File: src/rtl/jtkicker_vtgen_if.sv
// Video timing bus between jtkicker_vtgen and its consumers.
// The generator side (master) receives the pixel enable and the sync
// centring offsets, and drives the counters, blanking, sync and irq.
interface jtkicker_vtgen_if;
   logic       pxl_cen;
   logic [3:0] hoffset;
   logic [3:0] voffset;
   logic [8:0] hdump;
   logic [8:0] vdump;
   logic [8:0] vrender;
   logic [8:0] vrender1;
   logic       hinit;
   logic       vinit;
   logic       LHBL;
   logic       LVBL;
   logic       HS;
   logic       VS;
   logic       irq;
   logic       field;

   modport master (
      input  pxl_cen, hoffset, voffset,
      output hdump, vdump, vrender, vrender1, hinit, vinit,
             LHBL, LVBL, HS, VS, irq, field
   );

   modport slave (
      output pxl_cen, hoffset, voffset,
      input  hdump, vdump, vrender, vrender1, hinit, vinit,
             LHBL, LVBL, HS, VS, irq, field
   );
endinterface

File: src/rtl/jtkicker_vtgen.sv
// Parametrised video timing generator.
// H/V counters advance on pxl_cen. Blanking, sync, render-ahead line counts,
// field and the line interrupt are all registered and change only on the clk
// edge that follows a pxl_cen. Sync centring offsets are sampled into shadow
// registers on the last pixel of the frame so a frame never sees a torn sync.
module jtkicker_vtgen #(
   parameter logic [8:0] HCNT_END      = 9'd383,
   parameter logic [8:0] HB_START      = 9'd255,
   parameter logic [8:0] HB_END        = 9'd383,
   parameter logic [8:0] HS_START      = 9'd300,
   parameter logic [8:0] HS_END        = 9'd318,
   parameter logic [8:0] VCNT_END      = 9'd263,
   parameter logic [8:0] VB_START      = 9'd238,
   parameter logic [8:0] VB_END        = 9'd15,
   parameter logic [8:0] VS_START      = 9'd254,
   parameter logic [8:0] VS_END        = 9'd2,
   parameter logic [1:0] VRENDER_AHEAD = 2'd1,
   parameter logic       H7_BLANK      = 1'b1,
   parameter logic [8:0] IRQ_LINE      = 9'd239
) (
   input  logic              clk,
   input  logic              rst_n,
   jtkicker_vtgen_if.master  vt
);

   // Adds a signed 4-bit offset to a nominal position and folds the result
   // back into [0, cnt_end]. Offsets are small, so one correction is enough.
   function automatic logic [8:0] wrap_offset(input logic [8:0] base,
                                              input logic [3:0] off,
                                              input logic [8:0] cnt_end);
      logic signed [10:0] sum;
      logic signed [10:0] len;
      logic signed [10:0] res;
      sum = $signed({2'b00, base}) + $signed({{7{off[3]}}, off});
      len = $signed({2'b00, cnt_end}) + 11'sd1;
      if (sum < 11'sd0) begin
         res = sum + len;
      end else if (sum > $signed({2'b00, cnt_end})) begin
         res = sum - len;
      end else begin
         res = sum;
      end
      return res[8:0];
   endfunction

   // Line number k lines after v, modulo the frame length.
   function automatic logic [8:0] vmod_add(input logic [8:0] v, input logic [2:0] k);
      logic [9:0] s;
      s = {1'b0, v} + {7'd0, k};
      if (s > {1'b0, VCNT_END}) begin
         s = s - ({1'b0, VCNT_END} + 10'd1);
      end else begin
         s = s;
      end
      return s[8:0];
   endfunction

   // hdump encoding: optionally hold bit 7 high during the H[8] half.
   function automatic logic [8:0] hdump_enc(input logic [8:0] h);
      if (H7_BLANK) begin
         return {h[8], h[7] | h[8], h[6:0]};
      end else begin
         return h;
      end
   endfunction

   localparam logic [2:0] AHEAD0 = {1'b0, VRENDER_AHEAD};
   localparam logic [2:0] AHEAD1 = {1'b0, VRENDER_AHEAD} + 3'd1;

   logic [8:0] r_h;
   logic [8:0] r_v;
   logic [8:0] r_hdump;
   logic [8:0] r_vrender;
   logic [8:0] r_vrender1;
   logic [3:0] r_hoff;
   logic [3:0] r_voff;
   logic       r_lhbl;
   logic       r_lvbl;
   logic       r_hs;
   logic       r_vs;
   logic       r_irq;
   logic       r_field;

   logic       w_h_last;
   logic       w_v_last;
   logic [8:0] w_h_nxt;
   logic [8:0] w_v_nxt;
   logic [8:0] w_hs_on;
   logic [8:0] w_hs_off;
   logic [8:0] w_vs_on;
   logic [8:0] w_vs_off;

   // Next counter values and the frame's effective sync points.
   always_comb begin
      w_h_last = (r_h == HCNT_END);
      w_v_last = (r_v == VCNT_END);
      w_h_nxt  = 9'd0;
      w_v_nxt  = r_v;
      if (w_h_last) begin
         w_h_nxt = 9'd0;
         if (w_v_last) begin
            w_v_nxt = 9'd0;
         end else begin
            w_v_nxt = r_v + 9'd1;
         end
      end else begin
         w_h_nxt = r_h + 9'd1;
         w_v_nxt = r_v;
      end
      w_hs_on  = wrap_offset(HS_START, r_hoff, HCNT_END);
      w_hs_off = wrap_offset(HS_END,   r_hoff, HCNT_END);
      w_vs_on  = wrap_offset(VS_START, r_voff, VCNT_END);
      w_vs_off = wrap_offset(VS_END,   r_voff, VCNT_END);
   end

   // Counters, blanking, sync, irq and field, all advancing on pxl_cen.
   always_ff @(posedge clk) begin
      if (!rst_n) begin
         r_h        <= 9'd0;
         r_v        <= 9'd0;
         r_hdump    <= 9'd0;
         r_vrender  <= vmod_add(9'd0, AHEAD0);
         r_vrender1 <= vmod_add(9'd0, AHEAD1);
         r_hoff     <= 4'd0;
         r_voff     <= 4'd0;
         r_lhbl     <= 1'b0;
         r_lvbl     <= 1'b0;
         r_hs       <= 1'b0;
         r_vs       <= 1'b0;
         r_irq      <= 1'b0;
         r_field    <= 1'b0;
      end else begin
         r_irq <= 1'b0;
         if (vt.pxl_cen) begin
            r_h     <= w_h_nxt;
            r_v     <= w_v_nxt;
            r_hdump <= hdump_enc(w_h_nxt);
            r_irq   <= (w_h_nxt == 9'd0) && (w_v_nxt == IRQ_LINE);

            if (r_h == HB_START) begin
               r_lhbl <= 1'b0;
            end else if (r_h == HB_END) begin
               r_lhbl <= 1'b1;
            end

            // "off" is tested first so coincident points leave sync low
            if (r_h == w_hs_off) begin
               r_hs <= 1'b0;
            end else if (r_h == w_hs_on) begin
               r_hs <= 1'b1;
            end

            if (r_h == w_hs_on) begin
               if (r_v == w_vs_off) begin
                  r_vs <= 1'b0;
               end else if (r_v == w_vs_on) begin
                  r_vs <= 1'b1;
               end
            end

            if (w_h_last) begin
               r_vrender  <= vmod_add(w_v_nxt, AHEAD0);
               r_vrender1 <= vmod_add(w_v_nxt, AHEAD1);
               if (r_v == VB_START) begin
                  r_lvbl <= 1'b0;
               end else if (r_v == VB_END) begin
                  r_lvbl <= 1'b1;
               end
               if (w_v_last) begin
                  r_field <= ~r_field;
                  r_hoff  <= vt.hoffset;
                  r_voff  <= vt.voffset;
               end
            end
         end
      end
   end

   assign vt.hdump    = r_hdump;
   assign vt.vdump    = r_v;
   assign vt.vrender  = r_vrender;
   assign vt.vrender1 = r_vrender1;
   assign vt.hinit    = w_h_last;
   assign vt.vinit    = w_h_last & w_v_last;
   assign vt.LHBL     = r_lhbl;
   assign vt.LVBL     = r_lvbl;
   assign vt.HS       = r_hs;
   assign vt.VS       = r_vs;
   assign vt.irq      = r_irq;
   assign vt.field    = r_field;

endmodule

File: src/flat_wrapper.sv
// flat-port wrapper written by rule: the top's interface ports become plain ports
module jtkicker_vtgen_flat 
#(
   parameter logic [8:0] HCNT_END      = 9'd383,
   parameter logic [8:0] HB_START      = 9'd255,
   parameter logic [8:0] HB_END        = 9'd383,
   parameter logic [8:0] HS_START      = 9'd300,
   parameter logic [8:0] HS_END        = 9'd318,
   parameter logic [8:0] VCNT_END      = 9'd263,
   parameter logic [8:0] VB_START      = 9'd238,
   parameter logic [8:0] VB_END        = 9'd15,
   parameter logic [8:0] VS_START      = 9'd254,
   parameter logic [8:0] VS_END        = 9'd2,
   parameter logic [1:0] VRENDER_AHEAD = 2'd1,
   parameter logic       H7_BLANK      = 1'b1,
   parameter logic [8:0] IRQ_LINE      = 9'd239
)
  (clk, rst_n, vt_pxl_cen, vt_hoffset, vt_voffset, vt_hdump, vt_vdump, vt_vrender, vt_vrender1, vt_hinit, vt_vinit, vt_LHBL, vt_LVBL, vt_HS, vt_VS, vt_irq, vt_field);
  jtkicker_vtgen_if vt_i ();
  input  logic clk;
  input  logic rst_n;
  input wire logic [$bits(vt_i.pxl_cen)-1:0] vt_pxl_cen;
  input wire logic [$bits(vt_i.hoffset)-1:0] vt_hoffset;
  input wire logic [$bits(vt_i.voffset)-1:0] vt_voffset;
  output wire logic [$bits(vt_i.hdump)-1:0] vt_hdump;
  output wire logic [$bits(vt_i.vdump)-1:0] vt_vdump;
  output wire logic [$bits(vt_i.vrender)-1:0] vt_vrender;
  output wire logic [$bits(vt_i.vrender1)-1:0] vt_vrender1;
  output wire logic [$bits(vt_i.hinit)-1:0] vt_hinit;
  output wire logic [$bits(vt_i.vinit)-1:0] vt_vinit;
  output wire logic [$bits(vt_i.LHBL)-1:0] vt_LHBL;
  output wire logic [$bits(vt_i.LVBL)-1:0] vt_LVBL;
  output wire logic [$bits(vt_i.HS)-1:0] vt_HS;
  output wire logic [$bits(vt_i.VS)-1:0] vt_VS;
  output wire logic [$bits(vt_i.irq)-1:0] vt_irq;
  output wire logic [$bits(vt_i.field)-1:0] vt_field;
  assign vt_i.pxl_cen = vt_pxl_cen;
  assign vt_i.hoffset = vt_hoffset;
  assign vt_i.voffset = vt_voffset;
  assign vt_hdump = vt_i.hdump;
  assign vt_vdump = vt_i.vdump;
  assign vt_vrender = vt_i.vrender;
  assign vt_vrender1 = vt_i.vrender1;
  assign vt_hinit = vt_i.hinit;
  assign vt_vinit = vt_i.vinit;
  assign vt_LHBL = vt_i.LHBL;
  assign vt_LVBL = vt_i.LVBL;
  assign vt_HS = vt_i.HS;
  assign vt_VS = vt_i.VS;
  assign vt_irq = vt_i.irq;
  assign vt_field = vt_i.field;
  jtkicker_vtgen #(.HCNT_END(HCNT_END), .HB_START(HB_START), .HB_END(HB_END), .HS_START(HS_START), .HS_END(HS_END), .VCNT_END(VCNT_END), .VB_START(VB_START), .VB_END(VB_END), .VS_START(VS_START), .VS_END(VS_END), .VRENDER_AHEAD(VRENDER_AHEAD), .H7_BLANK(H7_BLANK), .IRQ_LINE(IRQ_LINE)) u_core (.clk(clk), .rst_n(rst_n), .vt(vt_i));
endmodule
File: config.mk
export PLATFORM = sky130hd
export DESIGN_NAME = jtkicker_vtgen_flat
export DESIGN_NICKNAME = d
export VERILOG_FILES = /design/src/rtl/jtkicker_vtgen_if.sv /design/src/rtl/jtkicker_vtgen.sv /design/src/flat_wrapper.sv
export SDC_FILE = /design/constraint.sdc
export NUM_CORES = 1
export LEC_CHECK = 0
export BUFFER_PORTS_ARGS = -buffer_cell sky130_fd_sc_hd__buf_4
export CORE_MARGIN = 10
export CORE_UTILIZATION = 30
export CTS_CLUSTER_DIAMETER = 120
export DETAILED_ROUTE_END_ITERATION = 10
export HOLD_SLACK_MARGIN = 0.1
export RECOVER_POWER = 50
export SLEW_MARGIN = 30
export SYNTH_ARGS = -nofsm -noshare
export SYNTH_HDL_FRONTEND = slang
export SYNTH_SLANG_ARGS = --single-unit
File: constraint.sdc
create_clock -name clk -period 3.4 [get_ports clk]
set_input_delay 0.51 -clock clk [delete_from_list [all_inputs] [get_ports clk]]
set_output_delay 0.51 -clock clk [all_outputs]
set_load 0.02 [all_outputs]
; ---- After elaboration in Yosys (flattened, before gate mapping)
; Cells that the tools add are included.
[totals]
ff_bits = 59
input_bits = 11
out_inout_bits = 44
elab_cells = 88
[op_classes]
add_sub_neg = 18
mux = 21
n_reduce_logical = 13
order_cmp = 10
bitwise = 3
eq_ne = 10
[op_table]
columns = op, n
row1 = 2-to-1 mux 9 bit, 13
row2 = equality test 9 bit, 4
row3 = equality test 9 x 8 -> 1 bit (second input constant), 3
row4 = subtractor 9 bit (second input constant), 3
row5 = adder 10 x 4 -> 11 bit (first input constant), 2
row6 = greater-than comparator 11 x 10 -> 1 bit (second input constant), 2
row7 = < comparator 11 x 1 -> 1 bit (second input constant), 2
row8 = greater-than comparator 10 x 9 -> 1 bit (second input constant), 2
row9 = adder 9 x 1 -> 9 bit (second input constant), 2
row10 = adder 9 x 8 -> 9 bit (second input constant), 2
row11 = equality test 9 bit (second input constant), 2
row12 = subtractor 9 x 8 -> 9 bit (second input constant), 2
row13 = adder 9 x 1 -> 10 bit (second input constant), 1
row14 = adder 9 x 2 -> 10 bit (second input constant), 1
row15 = adder 9 x 4 -> 10 bit (first input constant), 1
row16 = greater-than comparator 10 bit (second input constant), 1
row17 = greater-than comparator 5 x 10 -> 1 bit (second input constant), 1
row18 = < comparator 10 x 1 -> 1 bit (second input constant), 1
row19 = adder 5 x 9 -> 9 bit (second input constant), 1
row20 = adder 9 bit (second input constant), 1
row21 = equality test 9 x 4 -> 1 bit (second input constant), 1
row22 = logical NOT 9 bit, 1
row23 = AND reduction 3 bit, 3
row24 = subtractor 5 x 9 -> 9 bit (second input constant), 1
row25 = other kinds (9), 22

; ---- Depth between registers and ports, before layout
[logic_depth]
depth_word = 7
ltp_mapped = 15
ltp_nobuf = 14

; ---- Worst setup path after synthesis
; OpenSTA, ideal clock, no wires.
[synth_path]
kind = register to register
startpoint = register, netlist name u_core.vt.hdump[0]
endpoint = register u_core.r_vrender[4] (netlist: u_core.vt.vrender[4])
required_time_ns = 3.334
period_less_slack_ns = 3.566
path_buffers = 1
setup_time_ns = 0.066
slack_ns = -0.166
t_arrival_ns = 3.499
path_stages_with_launch = 14
path_cell_list = dfxtp_1 > ha_1 > and4_1 > buf_6 > nand3_4 > o31ai_1 > ha_1 > o21ai_1 > or2_2 > or4_4 > a21o_1 > o31a_4 > mux2_4 > a21oi_2
[synth_lines]
columns = item, line_no
row1 = end signal: assignment, jtkicker_vtgen.sv:122  ; r_vrender <= vmod_add(9'd0, AHEAD0);
row2 = end signal: assignment, jtkicker_vtgen.sv:162  ; r_vrender <= vmod_add(w_v_nxt, AHEAD0);
row3 = end: declaration, jtkicker_vtgen.sv:73  ; logic [8:0] r_vrender;

; ---- Final worst setup path
[layout_path]
startpoint = register u_core.r_v[1] (netlist: u_core.vt.vdump[1])
endpoint = register u_core.r_vrender[4] (netlist: u_core.vt.vrender[4])
[layout_between]
elab_chain_cells = 6
word_cells_on_any_way = 8
cone_classes = add/sub (3) / order compare (1) / eq/ne (1) / mux (3)
[layout_rtl]
columns = item, line_no
row1 = start: declaration, jtkicker_vtgen.sv:71  ; logic [8:0] r_v;
row2 = start signal: assignment, jtkicker_vtgen.sv:136  ; r_v <= w_v_nxt;
row3 = adder 9 x 1 -> 9 bit or equality test 9 bit (tied branches), "jtkicker_vtgen.sv:104, jtkicker_vtgen.sv:96"
row4 = 2-to-1 mux 9 bit, jtkicker_vtgen.sv:101  ; if (w_v_last) begin
row5 = 2-to-1 mux 9 bit *, jtkicker_vtgen.sv:99  ; if (w_h_last) begin
row6 = adder 9 x 1 -> 10 bit *, jtkicker_vtgen.sv:49  ; s = {1'b0, v} + {7'd0, k};
row7 = subtractor 9 bit or greater-than comparator 10 x 9 -> 1 bit (tied branches), "jtkicker_vtgen.sv:51, jtkicker_vtgen.sv:50"
row8 = 2-to-1 mux 9 bit *, jtkicker_vtgen.sv:50  ; if (s > {1'b0, VCNT_END}) begin
; Mark *: on every way between the ends. The rest lies on a longest branch, timed or not.
; A chain may end at the register's enable or synchronous reset.

==> results.md <==
- The most repeated library cell on the critical path is sky130_fd_sc_hd__or3_1.
- The fraction of layout instances using a drive strength above 1 is 17.8%.
- The maximum vdd ir drop is 0.221 mV.
- The top achievable clock speed is 301 MHz.
- Once detail routing completed, the nets flagged for antenna violations numbered 0.
- The stage delay of the slowest cell on the critical path is 540 ps.
- The overall power consumption is 1.25 mW.
- The sequential fraction of design power is 48.5%.
- The congestion estimate from routability-driven global placement came to 0.918.
- The post-CTS setup-driven buffer insertion count is 0.
- Clock-pin slew was measured on the worst setup and hold paths at 80 ps.
- The worst setup path is captured at a register.
- The number of max-slew violations in the final report is 0.
- The sequential-to-total area share from yosys stat is 26.3%.
- After legalization and detailed placement, the total HPWL measured 9460 um.
- In the layout the commonest cells are sky130_fd_sc_hd__buf_4, sky130_fd_sc_hd__nand2_1, sky130_fd_sc_hd__nor2_1, sky130_fd_sc_hd__dfxtp_1.
- The final-report hold violation count is 0.
- The number of DRC markers after the initial detailed-route iteration is 297.
- Subtracting the final worst setup slack from the clock period gives 3320 ps.
- The pre-CTS worst setup slack is 12.9 ps.
- Of the available clock period, the critical path in the final layout requires 97.6%.
- The count of final setup violators is 0.
- The fraction of power consumed by combinational cells is 9.9%.
- Counting flops with an async set or reset pin after synthesis yields a share of 0%.
- The flop and latch count out of synthesis is 51.
- The worst clock skew is 15.0 ps.
- The number of global-route vias before repair is 3734.
- The share of total power dissipated in the clock network is 41.6%.
- The synthesized design spends more area on one cell type than any other, namely sky130_fd_sc_hd__dfxtp_1.
- The quantity of gates resized following cts is 0.
- The areal power density over the cells is 270 mW/mm^2.
- The number of antenna diodes in the final layout is 0.
- The total CTS buffers is 5.
- The cell area after technology mapping is 0.00388 mm^2.
- The effective utilization at floorplan is 30.7%.
- The die is 134 um tall.
- After routing the design area is 0.00464 mm^2.
- The leading register cell type out of synthesis is sky130_fd_sc_hd__dfxtp_1.
- Summed over all nets, the switching power comes to 0.327 mW.
- The initial antenna violation count is 0.
- The kind of start point of the critical path is a register.
- The data arrival at the endpoint of the critical path is 3560 ps.
- The pre-antenna-repair detailed-routing pass consisted of 5 iterations.
- The total of warnings raised by yosys is 0.
- Synthesis produced a netlist whose cell count is 503.
- The leakage component of the power is 1.81 nW.
- The buffer cell driving the clock tree root is sky130_fd_sc_hd__clkbuf_16.
- The first global-routing pass estimated 19700 um of wire.
- The required time of the critical path is 3650 ps.
- The overall overflow remaining after global route is 0.
- For flop-to-flop paths, the worst setup slack is 80 ps.
- The routed layout has 3827 vias.
- The cell internal power dissipation is 0.926 mW.
- Setup repair after global routing left no endpoint under its margin.
- The initialized floorplan defines 41 standard-cell rows.
- TritonCTS built the clock tree.
- The most common cell after layout, fill and taps aside is sky130_fd_sc_hd__buf_4.
- The core region is 0.0126 mm^2.
- At the pin with the least slew margin, the transition time is 865 ps.
- The number of buffers on the longest clock path is 2.
- In this run the tightest slew margin relative to its limit is 42.3%.
- Dividing the synthesized area by the synthesized cell count gives 7.71 um^2.
- The number of different library cells used by synthesis comes to 66.
- Summed over all layers, the routed wires come to 12300 um.
- In the routed design, unresolved DRC markers number 0.
- The number of buffers inserted for hold repair after clock tree synthesis is 0.
- The total number of H-tree levels is 2.
- Yosys mapped a number of flops with a built-in enable equal to 0.
- The run finished with clean final reports.
- The kind of critical path is reg2reg.
- The setup TNS is 0 ps.
- The total number of clock tree sinks is 51.
- Synthesis produced a netlist with a net count of 538.
- The class of the worst hold path is reg2reg.
- The area of placed instances is 0.00459 mm^2.
- The largest individual stage delay along the critical path comes from the cell sky130_fd_sc_hd__or4_4.
- Buffers placed on the I/O ports in this run total 54.
- For this run, the total global-route usage over all layers was measured as 13.4%.
- Relative to the synthesized area, the layout overhead comes to 19.8%.
- Entering global routing, the biggest net connects 26 pins.
- The average via count per standard cell is 5.21.
- The die width is 134 um.
- After synthesis, the cell types taking the most area are sky130_fd_sc_hd__dfxtp_1, sky130_fd_sc_hd__ha_1, sky130_fd_sc_hd__xnor2_1.
- The area enclosed by the die boundary is 0.0179 mm^2.
- The latest clock arrival within the worst-skew pair is 310 ps.
- Pin placement for this block handled 55 I/O pins.
- The count of maximum capacitance violations is 0.
- In the post-route analysis, the smallest setup slack over all paths is 82.3 ps.
- After the last flow step, the layout net total stands at 597.
- In this run the biggest area consumer among cell types represents 26.3% of the synthesized area.
- The signal on the critical path passes through ha_1, nand3_2, or3_1, or3_1, o21a_1, or4_4, a21o_1, o31a_4, mux2_4, a21oi_2.
- Of all nets on the critical path, the largest fanout is 8.
- The average routed wire per standard cell is 16.7 um.
- The switching share of total power is 26.1%.
[final timing paths]
kind                                           start  cells after the start                                 end
setup / recovery     u_core.vt.vdump[1]$_SDFFE_PN0P_                     10   u_core.vt.vrender[4]$_SDFFE_PN0P_
hold / removal    u_core.vt.vrender1[1]$_SDFFE_PN1P_                      1  u_core.vt.vrender1[1]$_SDFFE_PN1P_
setup reg to reg     u_core.vt.vdump[1]$_SDFFE_PN0P_                     10   u_core.vt.vrender[4]$_SDFFE_PN0P_
hold reg to reg   u_core.vt.vrender1[1]$_SDFFE_PN1P_                      1  u_core.vt.vrender1[1]$_SDFFE_PN1P_
[sequential cells by signal, summed over array words and instances, names as in the netlist]
register,flops
u_core.vt.field,1
u_core.vt.vrender,9
u_core.r_h,1
u_core.r_voff,4
u_core.vt.vrender1,9
u_core.vt.irq,1
u_core.vt.VS,1
u_core.vt.LVBL,1
u_core.vt.HS,1
u_core.r_hoff,4
u_core.vt.hdump,9
u_core.vt.vdump,9
u_core.vt.LHBL,1
[stage by stage]
| stage | hold WS, ps | util, % | instances |
|---|---|---|---|
| floorplan | 432 | - | 503 |
| global placement | 440 | 36.3 | 727 |
| detailed placement | 445 | 36.3 | 727 |
| CTS | 459 | 37.5 | 735 |
| global route | 475 | 36.8 | 735 |
| finish | 455 | 36.8 | 735 |
[synth_stat cells (5+ instances only)]
cell                       count
sky130_fd_sc_hd__nand2_1      52
sky130_fd_sc_hd__dfxtp_1      51
sky130_fd_sc_hd__nor2_1       50
sky130_fd_sc_hd__a21oi_1      37
sky130_fd_sc_hd__xnor2_1      29
sky130_fd_sc_hd__ha_1         24
sky130_fd_sc_hd__nand3_1      22
sky130_fd_sc_hd__o21ai_0      21
sky130_fd_sc_hd__inv_1        20
sky130_fd_sc_hd__clkbuf_1     16
sky130_fd_sc_hd__xor2_1       15
sky130_fd_sc_hd__buf_4        13
sky130_fd_sc_hd__nor3_1       13
sky130_fd_sc_hd__nand4_1      11
sky130_fd_sc_hd__mux2i_1      10
sky130_fd_sc_hd__nor4_1        8
sky130_fd_sc_hd__or3_1         8
sky130_fd_sc_hd__a211oi_1      7
sky130_fd_sc_hd__buf_2         7
sky130_fd_sc_hd__nor2b_1       7
sky130_fd_sc_hd__a31oi_1       5
sky130_fd_sc_hd__o31ai_1       5
[layer usage]
layer	vias up	global-route usage, %	wire length (um)
li1	1879	-	-
met1	1802	16.2	5320
met2	130	23.2	6070
met3	16	2.59	669
met4	0	3.99	204
met5	-	0	0
[critical path, delay by kind of cell (launching register included)]
kind | cells | cell delay [ps]
fa+ha+maj | 1 | 270
simple gates | 4 | 1540
compound gates | 4 | 660
flops | 1 | 500
mux | 1 | 300
[power by group through the flow]
stage | clock, mW | combinational, mW | sequential [mW]
after floorplan | 0 | 0.0732 | 0.625
after global placement | 0 | 0.126 | 0.621
after detailed placement | 0 | 0.127 | 0.621
after CTS | 0.527 | 0.128 | 0.607
after global routing | 0.548 | 0.136 | 0.608
final | 0.521 | 0.124 | 0.607
[logic make-up (layout without fill, tap and decap cells)]
| family | Yosys count | after routing | synth area share [%] |
|---|---|---|---|
| AO/OA/AOI/OAI | 104 | 104 | 17.1 |
| flip-flops | 51 | 51 | 26.3 |
| multiplexers | 14 | 14 | 3.84 |
| adder cells (fa/ha/maj) | 24 | 24 | 7.75 |
| XOR/XNOR | 44 | 44 | 9.94 |
| AND/OR/NAND/NOR | 207 | 207 | 27.7 |
| buffers and inverters | 59 | 119 | 7.39 |
[final cells by class]
| cell class | count | area [um^2] |
|---|---|---|
| inverters | 21 | 78.8 |
| well taps | 172 | 215 |
| repair buffers | 90 | 541 |
| multi-input cells | 393 | 2640 |
| clock buffers | 5 | 125 |
| fillers | 1364 | 7980 |
| clock inverters | 3 | 18.8 |
| flip-flops and latches | 51 | 1030 |
Note: power is estimated with default switching activity, not from simulation.
